$ cat config.mk
export PLATFORM = sky130hd
export DESIGN_NAME = msu_audio_fetch
export DESIGN_NICKNAME = d
export VERILOG_FILES = /design/src/rtl/msu_audio_fetch.sv
export SDC_FILE = /design/constraint.sdc
export NUM_CORES = 1
export LEC_CHECK = 0
export CORE_UTILIZATION = 44
export DETAILED_ROUTE_END_ITERATION = 8
export GPL_TIMING_DRIVEN = 1
export MAX_ROUTING_LAYER = met4
export PLACE_DENSITY = 0.87
export SYNTH_ARGS = -nofsm -noshare
export SYNTH_HDL_FRONTEND = slang
export SYNTH_SLANG_ARGS = --single-unit
$ cat constraint.sdc
create_clock -name clk -period 3.04 [get_ports clk]
set_clock_uncertainty 0.1 [all_clocks]
set_input_delay 0.608 -clock clk [delete_from_list [all_inputs] [get_ports clk]]
set_output_delay 0.608 -clock clk [all_outputs]
set_load 0.02 [all_outputs]
$ cat src/rtl/msu_audio_fetch.sv
// msu_audio_fetch: fetches 128-word audio sectors from a host into a FIFO.
// Ports: clk/reset_n (sync, active-low); play_i/repeat_i/track_*_i/loop_pt_i
//   track control; sec_req_o/sec_lba_o/sec_ack_i sector handshake;
//   in_valid_i/in_data_i sector words; fifo_clr_o/fifo_wrreq_o/fifo_data_o/
//   fifo_wrusedw_i FIFO write side; playing_o/ended_o status.
// Optional macro MSU_AUDIO_LOOP_EN: honour loop_pt_i on repeat.
module msu_audio_fetch #(
   parameter int DEPTH       = 11,
   parameter int FILL_THRESH = 1792
) (
   input  logic             clk,
   input  logic             reset_n,
   input  logic             play_i,
   input  logic             repeat_i,
   input  logic [31:0]      track_base_i,
   input  logic [31:0]      track_len_i,
   input  logic [31:0]      loop_pt_i,
   output logic             sec_req_o,
   output logic [31:0]      sec_lba_o,
   input  logic             sec_ack_i,
   input  logic             in_valid_i,
   input  logic [31:0]      in_data_i,
   output logic             fifo_clr_o,
   output logic             fifo_wrreq_o,
   output logic [31:0]      fifo_data_o,
   input  logic [DEPTH-1:0] fifo_wrusedw_i,
   output logic             playing_o,
   output logic             ended_o
);

   localparam logic [2:0] S_IDLE  = 3'd0;
   localparam logic [2:0] S_CLR   = 3'd1;
   localparam logic [2:0] S_WAIT  = 3'd2;
   localparam logic [2:0] S_REQ   = 3'd3;
   localparam logic [2:0] S_XFER  = 3'd4;
   localparam logic [2:0] S_DRAIN = 3'd5;

   localparam logic [31:0] THRESH = 32'(FILL_THRESH);

   // A whole sector must always fit once a fetch has been started.
   if (FILL_THRESH > (2 ** DEPTH) - 129) begin : g_thresh_chk
      $error("FILL_THRESH leaves no room for a 128-word sector");
   end

   logic [2:0]  state_q, state_d;
   logic        play_q;
   logic [31:0] base_q, base_d;
   logic [31:0] len_q, len_d;
   logic [31:0] loop_q, loop_d;
   logic [31:0] pos_q, pos_d;
   logic [31:0] lba_q, lba_d;
   logic [6:0]  skip_q, skip_d;
   logic [6:0]  w_q, w_d;
   logic [7:0]  outst_q, outst_d;
   logic        pend_q, pend_d;
   logic        ended_q, ended_d;

   logic        play_rise;
   logic        fill_ok;
   logic        in_track;
   logic        wr;
   logic [31:0] lp;

   assign play_rise = play_i & ~play_q;
   assign fill_ok   = 32'(fifo_wrusedw_i) <= THRESH;
   assign in_track  = pos_q < len_q;
   assign wr        = (state_q == S_XFER) & play_i & in_valid_i &
                      (w_q >= skip_q) & in_track;

`ifdef MSU_AUDIO_LOOP_EN
   // Out-of-range loop points restart from the track start.
   assign lp = (loop_q >= len_q) ? 32'd0 : loop_q;
`else
   logic loop_unused;
   assign lp          = 32'd0;
   assign loop_unused = ^loop_q;
`endif

   always_comb begin
      state_d = state_q;
      base_d  = base_q;
      len_d   = len_q;
      loop_d  = loop_q;
      pos_d   = pos_q;
      lba_d   = lba_q;
      skip_d  = skip_q;
      w_d     = w_q;
      outst_d = outst_q;
      pend_d  = pend_q;
      ended_d = ended_q;

      if (play_rise) begin
         base_d  = track_base_i;
         len_d   = track_len_i;
         loop_d  = loop_pt_i;
         ended_d = 1'b0;
      end

      // Words still owed by the host, counted even after a stop so a
      // restart cannot mix stale words into the fresh FIFO.
      if (state_q == S_REQ && sec_ack_i) begin
         outst_d = 8'd128;
      end else if (in_valid_i && outst_q != 8'd0) begin
         outst_d = outst_q - 8'd1;
      end

      if (state_q != S_IDLE && !play_i) begin
         state_d = S_IDLE;
      end else begin
         case (state_q)
            S_IDLE: begin
               if (!play_i) begin
                  pend_d = 1'b0;
               end else if (play_rise || pend_q) begin
                  if (outst_q == 8'd0) begin
                     state_d = S_CLR;
                     pend_d  = 1'b0;
                  end else begin
                     pend_d = 1'b1;
                  end
               end
            end
            S_CLR: begin
               pos_d   = 32'd0;
               lba_d   = base_q;
               skip_d  = 7'd0;
               state_d = S_WAIT;
            end
            S_WAIT: begin
               if (!in_track) begin
                  state_d = S_DRAIN;
               end else if (fill_ok) begin
                  state_d = S_REQ;
               end
            end
            S_REQ: begin
               if (sec_ack_i) begin
                  w_d     = 7'd0;
                  state_d = S_XFER;
               end
            end
            S_XFER: begin
               if (in_valid_i) begin
                  w_d = w_q + 7'd1;
                  if (wr) begin
                     pos_d = pos_q + 32'd1;
                  end
                  if (w_q == 7'd127) begin
                     lba_d   = lba_q + 32'd1;
                     skip_d  = 7'd0;
                     state_d = S_WAIT;
                  end
               end
            end
            S_DRAIN: begin
               if (repeat_i) begin
                  pos_d   = lp;
                  lba_d   = base_q + (lp >> 7);
                  skip_d  = lp[6:0];
                  state_d = S_WAIT;
               end else begin
                  ended_d = 1'b1;
                  state_d = S_IDLE;
               end
            end
            default: state_d = S_IDLE;
         endcase
      end
   end

   always_ff @(posedge clk) begin
      if (!reset_n) begin
         state_q <= S_IDLE;
         play_q  <= 1'b0;
         base_q  <= 32'd0;
         len_q   <= 32'd0;
         loop_q  <= 32'd0;
         pos_q   <= 32'd0;
         lba_q   <= 32'd0;
         skip_q  <= 7'd0;
         w_q     <= 7'd0;
         outst_q <= 8'd0;
         pend_q  <= 1'b0;
         ended_q <= 1'b0;
      end else begin
         state_q <= state_d;
         play_q  <= play_i;
         base_q  <= base_d;
         len_q   <= len_d;
         loop_q  <= loop_d;
         pos_q   <= pos_d;
         lba_q   <= lba_d;
         skip_q  <= skip_d;
         w_q     <= w_d;
         outst_q <= outst_d;
         pend_q  <= pend_d;
         ended_q <= ended_d;
      end
   end

   assign sec_req_o    = state_q == S_REQ;
   assign sec_lba_o    = lba_q;
   assign fifo_clr_o   = state_q == S_CLR;
   assign fifo_wrreq_o = wr & reset_n;
   assign fifo_data_o  = fifo_wrreq_o ? in_data_i : 32'd0;
   assign playing_o    = state_q != S_IDLE;
   assign ended_o      = ended_q;

endmodule
---- Word-level counts from Yosys, hierarchy flattened ----
Cells that the tools add are included.
storage, ports and cells
  bits in registers ....................... 156
  logic and storage cells ................. 98
  output and inout bits ................... 69
cells by class
  reduce and logical (&&, ||, !) cells .... 19
  muxes and demuxes ....................... 35
  eq/ne operators ......................... 16
  bitwise gates (word level) .............. 9
  magnitude comparators ................... 3
  add/subtract/negate cells ............... 4
operators with widths
  kind                                                     count
  2-to-1 mux 32 bit                                        7
  one-hot mux 32 bit (3 select lines)                      2
  adder 32 x 1 -> 32 bit (second input constant)           2
  2-to-1 mux 7 bit                                         5
  < comparator 32 bit                                      1
  2-to-1 mux 3 bit                                         8
  one-hot mux 7 bit (3 select lines)                       1
  one-hot mux 3 bit (6 select lines)                       1
  2-to-1 mux 8 bit                                         2
  one-hot mux 7 bit (2 select lines)                       1
  != test 2 bit (second input constant)                    6
  less-or-equal comparator 11 bit (second input constant)  1
  AND reduction 5 bit                                      2
  logical NOT 8 bit                                        1
  nonzero test 8 bit                                       1
  subtractor 8 x 1 -> 8 bit (second input constant)        1
  adder 7 x 1 -> 7 bit (second input constant)             1
  equality test 7 bit (second input constant)              1
  greater-or-equal comparator 7 bit                        1
  2-to-1 mux 1 bit                                         7
  AND reduction 7 bit                                      1
  AND 1 bit                                                6
  equality test 3 x 2 -> 1 bit (second input constant)     2
  equality test 3 bit (second input constant)              2
  14 further kinds                                         23

---- Logic depth before layout (Yosys ltp) ----
  word-level depth ........................ 8
  depth in mapped cells ................... 12
  gate-level depth less buffers ........... 11

---- Worst setup path before layout ----
OpenSTA, ideal clock, no wires.
  path type ............................... flip-flop to output port
  start ................................... register len_q[13]
  end ..................................... output fifo_data_o[24]
  arrival ................................. 2480 ps
  stages on the path, launching flop included .. 12
  path slack .............................. -148 ps
  cell sequence ........................... dfxtp_1 -> inv_1 -> ha_1 -> a211oi_1 -> nor2_1 -> a2111oi_0 -> a21oi_1 -> nor2_1 -> nand2_1 -> inv_2 -> buf_2 -> and2_1
between the ends
  longest elaborated chain between the ends .. 4
RTL lines
  item                    RTL line  text
  start, declared         48        logic [31:0] len_q, len_d;
  start signal, assigned  189       len_q <= len_d;
  < comparator 32 bit     66        assign in_track = pos_q < len_q;
  AND 1 bit               68        (w_q >= skip_q) & in_track;
  AND 1 bit               204       assign fifo_wrreq_o = wr & reset_n;
  named net fifo_wrreq_o  24        output logic fifo_wrreq_o,
  2-to-1 mux 32 bit       205       assign fifo_data_o = fifo_wrreq_o ? in_data_i : 32'd0;
  end, declared           25        output logic [31:0] fifo_data_o,
The timed path passes the listed nets, and every way through them passes these cells.

---- Worst setup path after layout ----
  start ................................... register len_q[30]
  end ..................................... output fifo_data_o[5]
between the ends
  longest elaborated chain between the ends .. 4
RTL lines
  item                 RTL line
  < comparator 32 bit  66
  AND 1 bit            68
  AND 1 bit            204
  2-to-1 mux 32 bit    205
Every way passes these cells.

==> impl_metrics.toml <==
[clocking]
cts-buffers-inserted = 17
cts_sinks = 149
cts_htree_levels = 4
clk_pin_slew_ns = 0.07
cts_tree = "done"
cts_root_buf = "clkbuf_16"
insertion_delay_ns = 0.44
clockBufferDepth = 2

[sta]
final_max_slew_viol_count = 0
report.final.hold_viol_count = 0
final-setup-viol-count = 33
worst_slack_ns = -0.385
whs_ns = 0.353
fin_crit_ns = 3.43
setup_tns_ns = -11.92
tightest_slew_ns = 1.03
timing.fmax_ghz = 0.292
rsz0062_at_grt = "true"
period_share_pct = 113
slew_headroom_pct = 31.6

[finish]
seqCellArea_um2 = 3010
syn_to_final_growth_pct = 45.2
multi_input_area_um2 = 4820
fin_util_pct = 65.6
layout-drive-gt1-share_pct = 20.8
fill_cells = 1354
final_cell_mix = "209 x nand2_1, 148 x clkdlybuf4s50_1, 124 x dfxtp_1, 117 x a21oi_1, 74 x nor2_1"
antenna_cells = 0
fin_nets = 1447
final_common_cell = "nand2_1"

[grt]
first_global_vias = 8292
grt_pass1_wl_mm = 39.6
grt_max_degree = 95
antenna_found_initial = 0
globalRouteOverflowTotal = 0
grt.total_usage_pct = 27.8

[setup_path]
end_kind = "output pin"
rrSetupSlack_ns = 0.08
slowest_delay_ns = 0.33
cp.depth = 11
crit_path_start = "len_q[30]$_SDFFE_PN0P_"
r2r_end = "pos_q[5]$_SDFFE_PN0P_"
worst-r2r-cell-count = 13
crit_family = "simple AND/OR/NAND/NOR gates"
arrival_ns = 2.72
cp-endpoint = "fifo_data_o[5]"
critical_path_class = "reg -> out"
critPathSlowestCell = "dfxtp_2"
cp_cell_sequence = "inv_1, ha_4, a21oi_2, nand2_1, a221oi_2, nand4_1, nor2_2, nand2_4, inv_8, and2_4, buf_6"
timing.rr.start = "len_q[30]$_SDFFE_PN0P_"
path_buf_inv = 3
critPathMaxFanout = 8
worstPathRequired_ns = 2.33
start_kind = "flip-flop"

[logic_synthesis]
syn_area_per_cell_um2 = 7.50
synth_cells = 1047
ys_seq_elements = 149
seq_area_frac_synth_pct = 38.0
synth_edf_count = 0
synth.distinct_cells = 58
synth_nets = 1228
synth-warning-count = 0
synth_top_flop_cell = "dfxtp_1"
syn-cell-area_um2 = 7850
async_flop_share_pct = 0

[outcome]
status = "finished with violations"
violations = "negative setup slack"

[placed_design]
gp_congestion = 0.926
hpwl_mm = 15.8
dpl_worst_slack_ns = -0.557
io_buffers = 181

[power_and_ir_drop]
ir_worst_vdd_v = 0.000400
pwr-share-clk_pct = 35.8
pwr-share-comb_pct = 24.6
powerDensity_nw_per_um2 = 503
leakagePower_nw = 4.43
switchingPower_w = 0.00185
power_frac_seq_pct = 39.5
swShare_pct = 32.3
p_int_w = 0.00388

[route]
routed_wl_mm = 24.5
first_iter_violations = 699
vias_per_cell = 5.66
wl_per_cell_um = 16.3
vias = 8506
ant_nets = 0
drc = 0
drt-pass1-iter-count = 5

[floorplanning]
rows = 48
coreArea_um2 = 17400
fp.dieArea_um2 = 18400
start_util_pct = 45.2
die_height_um = 136
die_w_um = 136
top_level_ports = 214

[run]
drv_cap = 0

[worst_hold_path]
min-delay-start = "base_q[11]$_SDFFE_PN0P_"
worstHoldPathType = "reg -> reg"
worst min-delay path by stage:
stage / to / slack, ns / cells past startpoint
CTS: base_q[24]$_SDFFE_PN0P_ / 0.35 / 2
global route: base_q[9]$_SDFFE_PN0P_ / 0.37 / 2
finish: base_q[11]$_SDFFE_PN0P_ / 0.35 / 2
floorplan: base_q[31]$_SDFFE_PN0P_ / 0.33 / 2
global placement: base_q[24]$_SDFFE_PN0P_ / 0.34 / 2
detailed placement: base_q[24]$_SDFFE_PN0P_ / 0.34 / 2
cells in the mapped netlist (all sizes together) (3+ instances only):
| library cell | n | share of area, % |
|---|---|---|
| o21bai | 3 | 0.29 |
| o41ai | 3 | 0.33 |
| nand3 | 34 | 2.2 |
| nor2b | 4 | 0.32 |
| nand2b | 8 | 0.64 |
| nor4 | 10 | 0.80 |
| a211oi | 14 | 1.3 |
| nand3b | 5 | 0.48 |
| nor2 | 76 | 3.6 |
| xnor2 | 4 | 0.45 |
| or2 | 3 | 0.24 |
| o21ai | 46 | 2.9 |
| a311oi | 4 | 0.45 |
| xor2 | 7 | 0.78 |
| buf | 18 | 1.1 |
| nor3 | 17 | 1.1 |
| a32oi | 3 | 0.33 |
| ha | 36 | 5.7 |
| or3 | 5 | 0.40 |
| a31oi | 7 | 0.56 |
| a21oi | 122 | 7.8 |
| a22oi | 10 | 0.96 |
| mux2i | 3 | 0.38 |
| a41o | 7 | 0.89 |
| and3 | 19 | 1.5 |
| a22o | 6 | 0.67 |
| nand4 | 20 | 1.6 |
| nand2 | 211 | 10 |
| or4 | 4 | 0.38 |
| a31o | 10 | 1.1 |
| nor3b | 4 | 0.38 |
| dfxtp | 149 | 38 |
| o31ai | 8 | 0.77 |
| and4 | 6 | 0.70 |
| clkbuf | 42 | 2.0 |
| and2 | 44 | 3.5 |
| a21o | 7 | 0.67 |
| inv | 50 | 2.4 |
cell type report:
cell class / instances / share of cell area, %
Sequential cell: 149 / 26.5
Inverter: 50 / 1.71
Multi-Input combinational cell: 788 / 42.3
Clock buffer: 18 / 3.86
Tap cell: 225 / 2.47
Clock inverter: 14 / 1.18
Timing Repair Buffer: 255 / 21.6
Timing Repair inverter: 5 / 0.406
kinds of logic after synthesis:
group / Yosys count / synth area share [%]
compound gates: 266 / 20.9
xor+xnor: 11 / 1.23
fa+ha+maj: 36 / 5.74
buf+inv: 110 / 5.48
flops: 149 / 38.0
mux: 3 / 0.383
simple gates: 472 / 28.2
state kept, by name, indices dropped and copies added, names as in the netlist:
signal     count
sec_lba_o     32
len_q         32
pend_q         1
pos_q         32
ended_o        1
w_q            7
base_q        32
state_q        3
play_q         1
outst_q        8
per-stage QoR:
| step | instances | power, W | cell area [µm²] |
|---|---|---|---|
| global placement | 1458 | 0.00360 | 10300 |
| global route | 1504 | 0.00600 | 11400 |
| CTS | 1501 | 0.00571 | 11300 |
| floorplan | 1047 | 0.00308 | 7900 |
| finish | 1504 | 0.00573 | 11400 |
| detailed placement | 1458 | 0.00364 | 10300 |
tightest hold or removal path, cell delays in order (launching register included):
cell,delay (ns)
dfxtp_1,0.31
nand2_1,0.05
a21oi_1,0.05
metal layers:
| metal | track usage, % | wire length, µm | vias to the layer above |
|---|---|---|---|
| li1 | - | - | 4109 |
| met1 | 30.9 | 9780 | 3950 |
| met2 | 47.2 | 12000 | 381 |
| met3 | 6.14 | 1910 | 66 |
| met4 | 12.7 | 827 | 0 |
| met5 | - | 0 | - |
power by group through the flow:
stage | sequential, W | combinational, W | clock, W
after floorplan | 0.00233 | 0.000753 | 0
after global placement | 0.00229 | 0.00131 | 0
after detailed placement | 0.00230 | 0.00134 | 0
after CTS | 0.00226 | 0.00139 | 0.00206
after global routing | 0.00229 | 0.00156 | 0.00215
final | 0.00227 | 0.00141 | 0.00205
repair_timing:
action | 4_1_cts | 5_1_grt
setup endpoints to repair | 33 | 33
resized for setup | 295 | 15
hold buffers | 0 | 0
pin swaps | 61 | 5
gates cloned | 5 | 0
buffers inserted | 6 | 3
No activity file was read; power rests on OpenSTA's default activity.
